**src/rtl/alu_arbiter.sv**
```systemverilog
// rtl/alu_arbiter.sv - round-robin arbiter sharing one clocked alu between two requesters
module alu_arbiter #(
  parameter int WIDTH   = 32,
  parameter int OPW     = 3,
  parameter int ALU_LAT = 1
) (
  input  logic             clk,
  input  logic             rst,
  input  logic             req0_valid,
  output logic             req0_ready,
  input  logic [WIDTH-1:0] req0_a,
  input  logic [WIDTH-1:0] req0_b,
  input  logic [OPW-1:0]   req0_op,
  input  logic             req1_valid,
  output logic             req1_ready,
  input  logic [WIDTH-1:0] req1_a,
  input  logic [WIDTH-1:0] req1_b,
  input  logic [OPW-1:0]   req1_op,
  output logic             rsp0_valid,
  input  logic             rsp0_ready,
  output logic [WIDTH-1:0] rsp0_data,
  output logic             rsp1_valid,
  input  logic             rsp1_ready,
  output logic [WIDTH-1:0] rsp1_data,
  output logic [WIDTH-1:0] alu_a,
  output logic [WIDTH-1:0] alu_b,
  output logic [OPW-1:0]   alu_op,
  input  logic [WIDTH-1:0] alu_o,
  output logic             busy,
  output logic             grant_id
);

  typedef enum logic [1:0] {IDLE, WAIT, RESP} state_t;

  localparam logic [3:0] LAT4 = 4'(ALU_LAT);

  state_t     state, state_nxt;
  logic       prio;
  logic [3:0] cnt;
  logic       win;
  logic       take;
  logic       rsp_done;

  // winner is recomputed every cycle; only meaningful while idle
  assign win      = (req0_valid && req1_valid) ? prio : req1_valid;
  assign take     = req0_ready || req1_ready;
  assign rsp_done = grant_id ? rsp1_ready : rsp0_ready;
  assign busy     = (state != IDLE);

  always_ff @(posedge clk or posedge rst) begin
    if (rst) state <= IDLE;
    else     state <= state_nxt;
  end

  always_comb begin
    state_nxt  = state;
    req0_ready = 1'b0;
    req1_ready = 1'b0;
    case (state)
      IDLE: begin
        if (!rst) begin
          req0_ready = req0_valid && !win;
          req1_ready = req1_valid && win;
        end
        if (req0_valid || req1_valid) state_nxt = WAIT;
      end
      WAIT: if (cnt == 4'd0) state_nxt = RESP;
      RESP: if (rsp_done) state_nxt = IDLE;
      default: state_nxt = IDLE;
    endcase
  end

  always_ff @(posedge clk or posedge rst) begin
    if (rst) begin
      prio       <= 1'b0;
      cnt        <= 4'd0;
      grant_id   <= 1'b0;
      alu_a      <= '0;
      alu_b      <= '0;
      alu_op     <= '0;
      rsp0_valid <= 1'b0;
      rsp1_valid <= 1'b0;
      rsp0_data  <= '0;
      rsp1_data  <= '0;
    end else begin
      case (state)
        IDLE: if (take) begin
          alu_a    <= win ? req1_a  : req0_a;
          alu_b    <= win ? req1_b  : req0_b;
          alu_op   <= win ? req1_op : req0_op;
          grant_id <= win;
          cnt      <= LAT4;
        end
        WAIT: begin
          if (cnt == 4'd0) begin
            if (grant_id) begin
              rsp1_data  <= alu_o;
              rsp1_valid <= 1'b1;
            end else begin
              rsp0_data  <= alu_o;
              rsp0_valid <= 1'b1;
            end
          end else begin
            cnt <= cnt - 4'd1;
          end
        end
        RESP: if (rsp_done) begin
          rsp0_valid <= 1'b0;
          rsp1_valid <= 1'b0;
          prio       <= ~grant_id;
        end
        default: ;
      endcase
    end
  end

endmodule

```
**config.mk**
```make
export PLATFORM = sky130hd
export DESIGN_NAME = alu_arbiter
export DESIGN_NICKNAME = d
export VERILOG_FILES = /design/src/rtl/alu_arbiter.sv
export SDC_FILE = /design/constraint.sdc
export NUM_CORES = 1
export LEC_CHECK = 0
export CORE_ASPECT_RATIO = 0.9
export CORE_UTILIZATION = 35
export DETAILED_ROUTE_END_ITERATION = 10
export PLACE_DENSITY_LB_ADDON = 0.05
export SKIP_LAST_GASP = 1
export SLEW_MARGIN = 15
export SYNTH_ARGS = -nofsm -noshare
export SYNTH_HDL_FRONTEND = slang
export SYNTH_SLANG_ARGS = --single-unit
```
**constraint.sdc**
```tcl
create_clock -name clk -period 8.5 [get_ports clk]
set_input_delay 2.55 -clock clk [delete_from_list [all_inputs] [get_ports clk]]
set_output_delay 2.55 -clock clk [all_outputs]
set_load 0.1 [all_outputs]
```
## Word-level counts from Yosys, hierarchy flattened

Cells that the tools add are included.

| word-level totals | value |
|---|---|
| latch bits | 0 |
| memory bits (writable) | 0 |
| memories kept | 0 |
| bits in registers | 141 |
| ROM bits | 0 |
| output and inout port bits | 137 |
| logic and storage cells | 64 |

| operators by class | value |
|---|---|
| shift operators | 0 |
| $lt $le $gt $ge | 0 |
| add/subtract/negate cells | 1 |
| bitwise operators | 1 |
| mux-type cells | 23 |
| $mul | 0 |
| reduce and logical (&&, ||, !) cells | 19 |
| equality and inequality tests | 9 |
| divide/modulo/power cells | 0 |

Operators with widths:

| cell | number |
|---|---|
| 32-bit 2-to-1 mux | 2 |
| 2-bit != test, second input constant | 7 |
| 3-bit AND reduction | 4 |
| 1-bit 2-to-1 mux | 11 |
| 4-bit 2-to-1 mux | 2 |
| 4-bit case mux with 2 select lines | 1 |
| 4-bit AND reduction | 2 |
| 2-bit 2-to-1 mux | 3 |
| 2-bit case mux with 3 select lines | 1 |
| 2-bit nonzero test | 3 |
| 4-bit logical NOT | 1 |
| 1-bit case mux with 2 select lines | 2 |
| 2-bit AND reduction | 2 |
| 4-bit by 1-bit subtractor with 4-bit output, second input constant | 1 |
| 1-bit logical AND | 3 |
| 3-bit 2-to-1 mux | 1 |
| 2-bit by 1-bit == test with 1-bit output, second input constant | 1 |
| 2-bit == test, second input constant | 1 |
| 2-bit logical NOT | 1 |
| 1-bit logical OR | 2 |
| 1-bit logical NOT | 1 |
| 1-bit NOT | 1 |

## Depth between registers and ports, before layout

| depth | value |
|---|---|
| depth after elaboration | 9 |
| gate-level depth with buffers | 8 |
| depth with buffers taken out | 5 |

## Least setup slack after synthesis

No wires, ideal clock.

| timing path | value |
|---|---|
| path type | input -> output |
| start | in req1_valid |
| end | out req1_ready |
| arrival | 5995 ps |
| path slack | -45 ps |
| stages on the path | 4 |
| buffers on the path | 2 |
| path through | clkbuf_1 -> inv_1 -> clkbuf_1 -> nor4_1 |

| on the way | value |
|---|---|
| word-level cells in the longest chain between the ends | 5 |

Ends and longest elaborated chain:

| item | RTL line | source |
|---|---|---|
| from (decl) | 14 | `input logic req1_valid,` |
| 1-bit logical AND | 45 | `assign win = (req0_valid && req1_valid) ? prio : req1_valid;` |
| 1-bit 2-to-1 mux | 45 |  |
| 1-bit logical AND (*) | 63 | `req1_ready = req1_valid && win;` |
| 1-bit 2-to-1 mux (*) | 61 | `if (!rst) begin` |
| 1-bit 2-to-1 mux (*) | 59 | `case (state)` |
| to (decl) | 15 | `output logic req1_ready,` |

Mark *: on every way between the ends. The rest lies on a longest branch, timed or not.

## Worst setup path after layout

| timing path | value |
|---|---|
| start | in rst |
| end | out req1_ready |

| on the way | value |
|---|---|
| word-level cells in the longest chain between the ends | 2 |

Ends and longest elaborated chain:

| item | RTL line | source |
|---|---|---|
| from (decl) | 8 | `input logic rst,` |
| 1-bit 2-to-1 mux | 61 |  |
| 1-bit 2-to-1 mux | 59 |  |

No other way between the ends.

==> impl_metrics.tcl <==
set metrics [dict create \
    start_kind "primary input" \
    area_growth_pct 58.4 \
    antenna_found_initial 0 \
    io_pins 309 \
    cts.clk_slew.worst_paths_ns 0.06 \
    start_util 0.361 \
    first_global_vias 5858 \
    avgRoutedWirePerCell_um 18.5 \
    synth.largest_area_cell "dfrtp_1" \
    synth.distinct_cells 35 \
    drt-total-wl_mm 20.5 \
    async_reset_ff_frac 1.00 \
    synth_edf_count 0 \
    final.period_utilization 0.752 \
    utilization 0.572 \
    synthTopCellsByArea "dfrtp_1 (55%), mux2_2 (11%), nand3b_1 (7.8%)" \
    fin_tns_setup_ns 0 \
    endpoint_kind "output pin" \
    num_vias 5778 \
    antenna_left 0 \
    tightest_slew_ns 1.04 \
    rsz0062_at_grt "no" \
    hold_slack_ns 0.490 \
    dpl.hpwl_mm 13.2 \
    worst_ep_arrival_time_ns 3.84 \
    grt_max_degree 135 \
    design.die.area_mm2 0.0189 \
    yosysWarnings 0 \
    cts.sinks 141 \
    regArea_mm2 0.00353 \
    min_path_type "flop to flop" \
    setup_violations 0 \
    clock_tree.root_cell "clkbuf_16" \
    die_w_um 145 \
    grtUsageTotal 0.219 \
    tritoncts "yes" \
    clk_path_buf_depth 2 \
    slew_headroom 0.304 \
    crit_required_ns 5.95 \
    gp_congestion 0.791 \
    synthCells 582 \
    drv_slew 0 \
    synth_ff_type "dfrtp_1" \
    min_period_ns 6.39 \
    max_freq_mhz 156 \
    layout-drive-gt1-share 0.135 \
    first_pass_iters 5 \
    synthDominantCellAreaShare 0.549 \
    htreeDepth 4 \
    postSynthAreaPerCell_um2 11.0 \
    die_y_um 131 \
    coreArea_mm2 0.0178 \
    synth_nets 755 \
    clk_latency_ns 0.43 \
    multiInputGateArea_mm2 0.00263 \
    fin_nets 1030 \
    synth-seq-cells 141 \
    cts_buffers 17 \
    grt_pass1_wl_mm 31.4 \
    routed_via_density 5.21 \
    max_cap_violations 0 \
    drt_first_iter_violations 250 \
    critPathMaxFanout 3 \
    dp.cells 1078 \
    io_buffers 308 \
    post_cts_buffers 0 \
    fill_cells 1473 \
    cts_resized 0 \
    fin_cells 1109 \
    core.rowCount 46 \
    status "complete, no violations" \
    drcViolationCount 0 \
    skew_ns 0.0119 \
    hold_violations 0 \
    ctsHoldBuffers 0 \
    grt.overflow.total 0 \
    yosysSeqAreaShare 0.549 \
    syn_area_mm2 0.00642 \
    critPathKind "primary input to output pin" \
    antennaDiodeCount 0 \
]
==> worst max-delay path, stage by stage <==
cell	delay (ns)
clkdlybuf4s50_1	0.55
nor4_2	0.38
buf_4	0.35
==> layout by cell type (no fill, tap or decap), types with 2 or more instances in the layout <==
cell / instances
a21o_1: 2
a21oi_1: 69
a31oi_1: 67
buf_4: 10
clkbuf_16: 17
clkdlybuf4s50_1: 305
clkinvlp_4: 5
dfrtp_1: 141
inv_1: 4
inv_6: 6
inv_8: 3
mux2_2: 65
nand2_1: 5
nand2b_1: 2
nand3b_1: 67
nor2_1: 5
nor2b_1: 2
nor3_4: 2
o21ai_0: 67
o22ai_1: 2
o2bb2ai_1: 2
or2_2: 2
==> stage by stage <==
stage	setup WS, ns	cell area, um2
5_1_grt	2.06	10200
4_1_cts	2.11	10200
3_3_place_gp	2.18	9620
2_1_floorplan	1.15	6430
3_5_place_dp	2.11	9620
6_report	2.11	10200
==> worst paths after layout <==
check,from,end,slack [ns],cells past startpoint
worst max-delay path,rst,req1_ready,2.11,3
worst min-delay path,rsp1_valid,rsp1_valid,0.49,1
worst max register to register,state[1],alu_a[30],5.90,5
worst min register to register,rsp1_valid,rsp1_valid,0.49,1
max in group asynchronous,rst,alu_a[24],4.63,3
min in group asynchronous,rst,alu_b[11],2.71,2
==> metal layers <==
| layer | vias to the layer above | routed length (um) | global-route usage |
|---|---|---|---|
| met5 | - | 0 | 0 |
| met4 | 0 | 610 | 0.101 |
| met3 | 43 | 1730 | 0.0776 |
| met2 | 227 | 10200 | 0.371 |
| met1 | 2809 | 7990 | 0.248 |
| li1 | 2699 | - | - |
==> final cells by class <==
class                           count  area share
Multi-Input combinational cell    375       0.258
Inverter                            5     0.00234
Tap cell                          240      0.0295
Timing Repair Buffer              317       0.309
Clock buffer                       17      0.0418
Clock inverter                     14      0.0122
Sequential cell                   141       0.347
==> sequential cells by signal, summed over array words and instances (netlist names) <==
signal	count
grant_id	1
rsp0_valid	1
alu_b	32
cnt	4
prio	1
state	2
alu_a	32
rsp1_valid	1
rsp1_data	32
rsp0_data	32
alu_op	3
==> synthesized netlist by cell type, types with 2 or more instances <==
| cell type | instances |
|---|---|
| dfrtp_1 | 141 |
| a21oi_1 | 69 |
| a31oi_1 | 67 |
| nand3b_1 | 67 |
| o21ai_0 | 67 |
| mux2_2 | 65 |
| clkbuf_1 | 46 |
| buf_2 | 12 |
| inv_1 | 5 |
| nand2_1 | 5 |
| nor2_1 | 5 |
| buf_6 | 3 |
| nor2b_1 | 3 |
| a21o_1 | 2 |
| nand2b_1 | 2 |
| o22ai_1 | 2 |
| o2bb2ai_1 | 2 |
| or2_2 | 2 |
==> logic make-up (layout without fill, tap and decap cells) <==
group,Yosys count,in the layout,share of synthesized area
fa+ha+maj,1,1,0.00195
buf+inv,66,353,0.0444
mux,66,66,0.116
simple gates,94,94,0.104
flops,141,141,0.549
compound gates,214,214,0.185
Power is left out: the tool's default activity adds up to more than one toggle a clock period on the data nets, which glitch-free logic cannot reach.
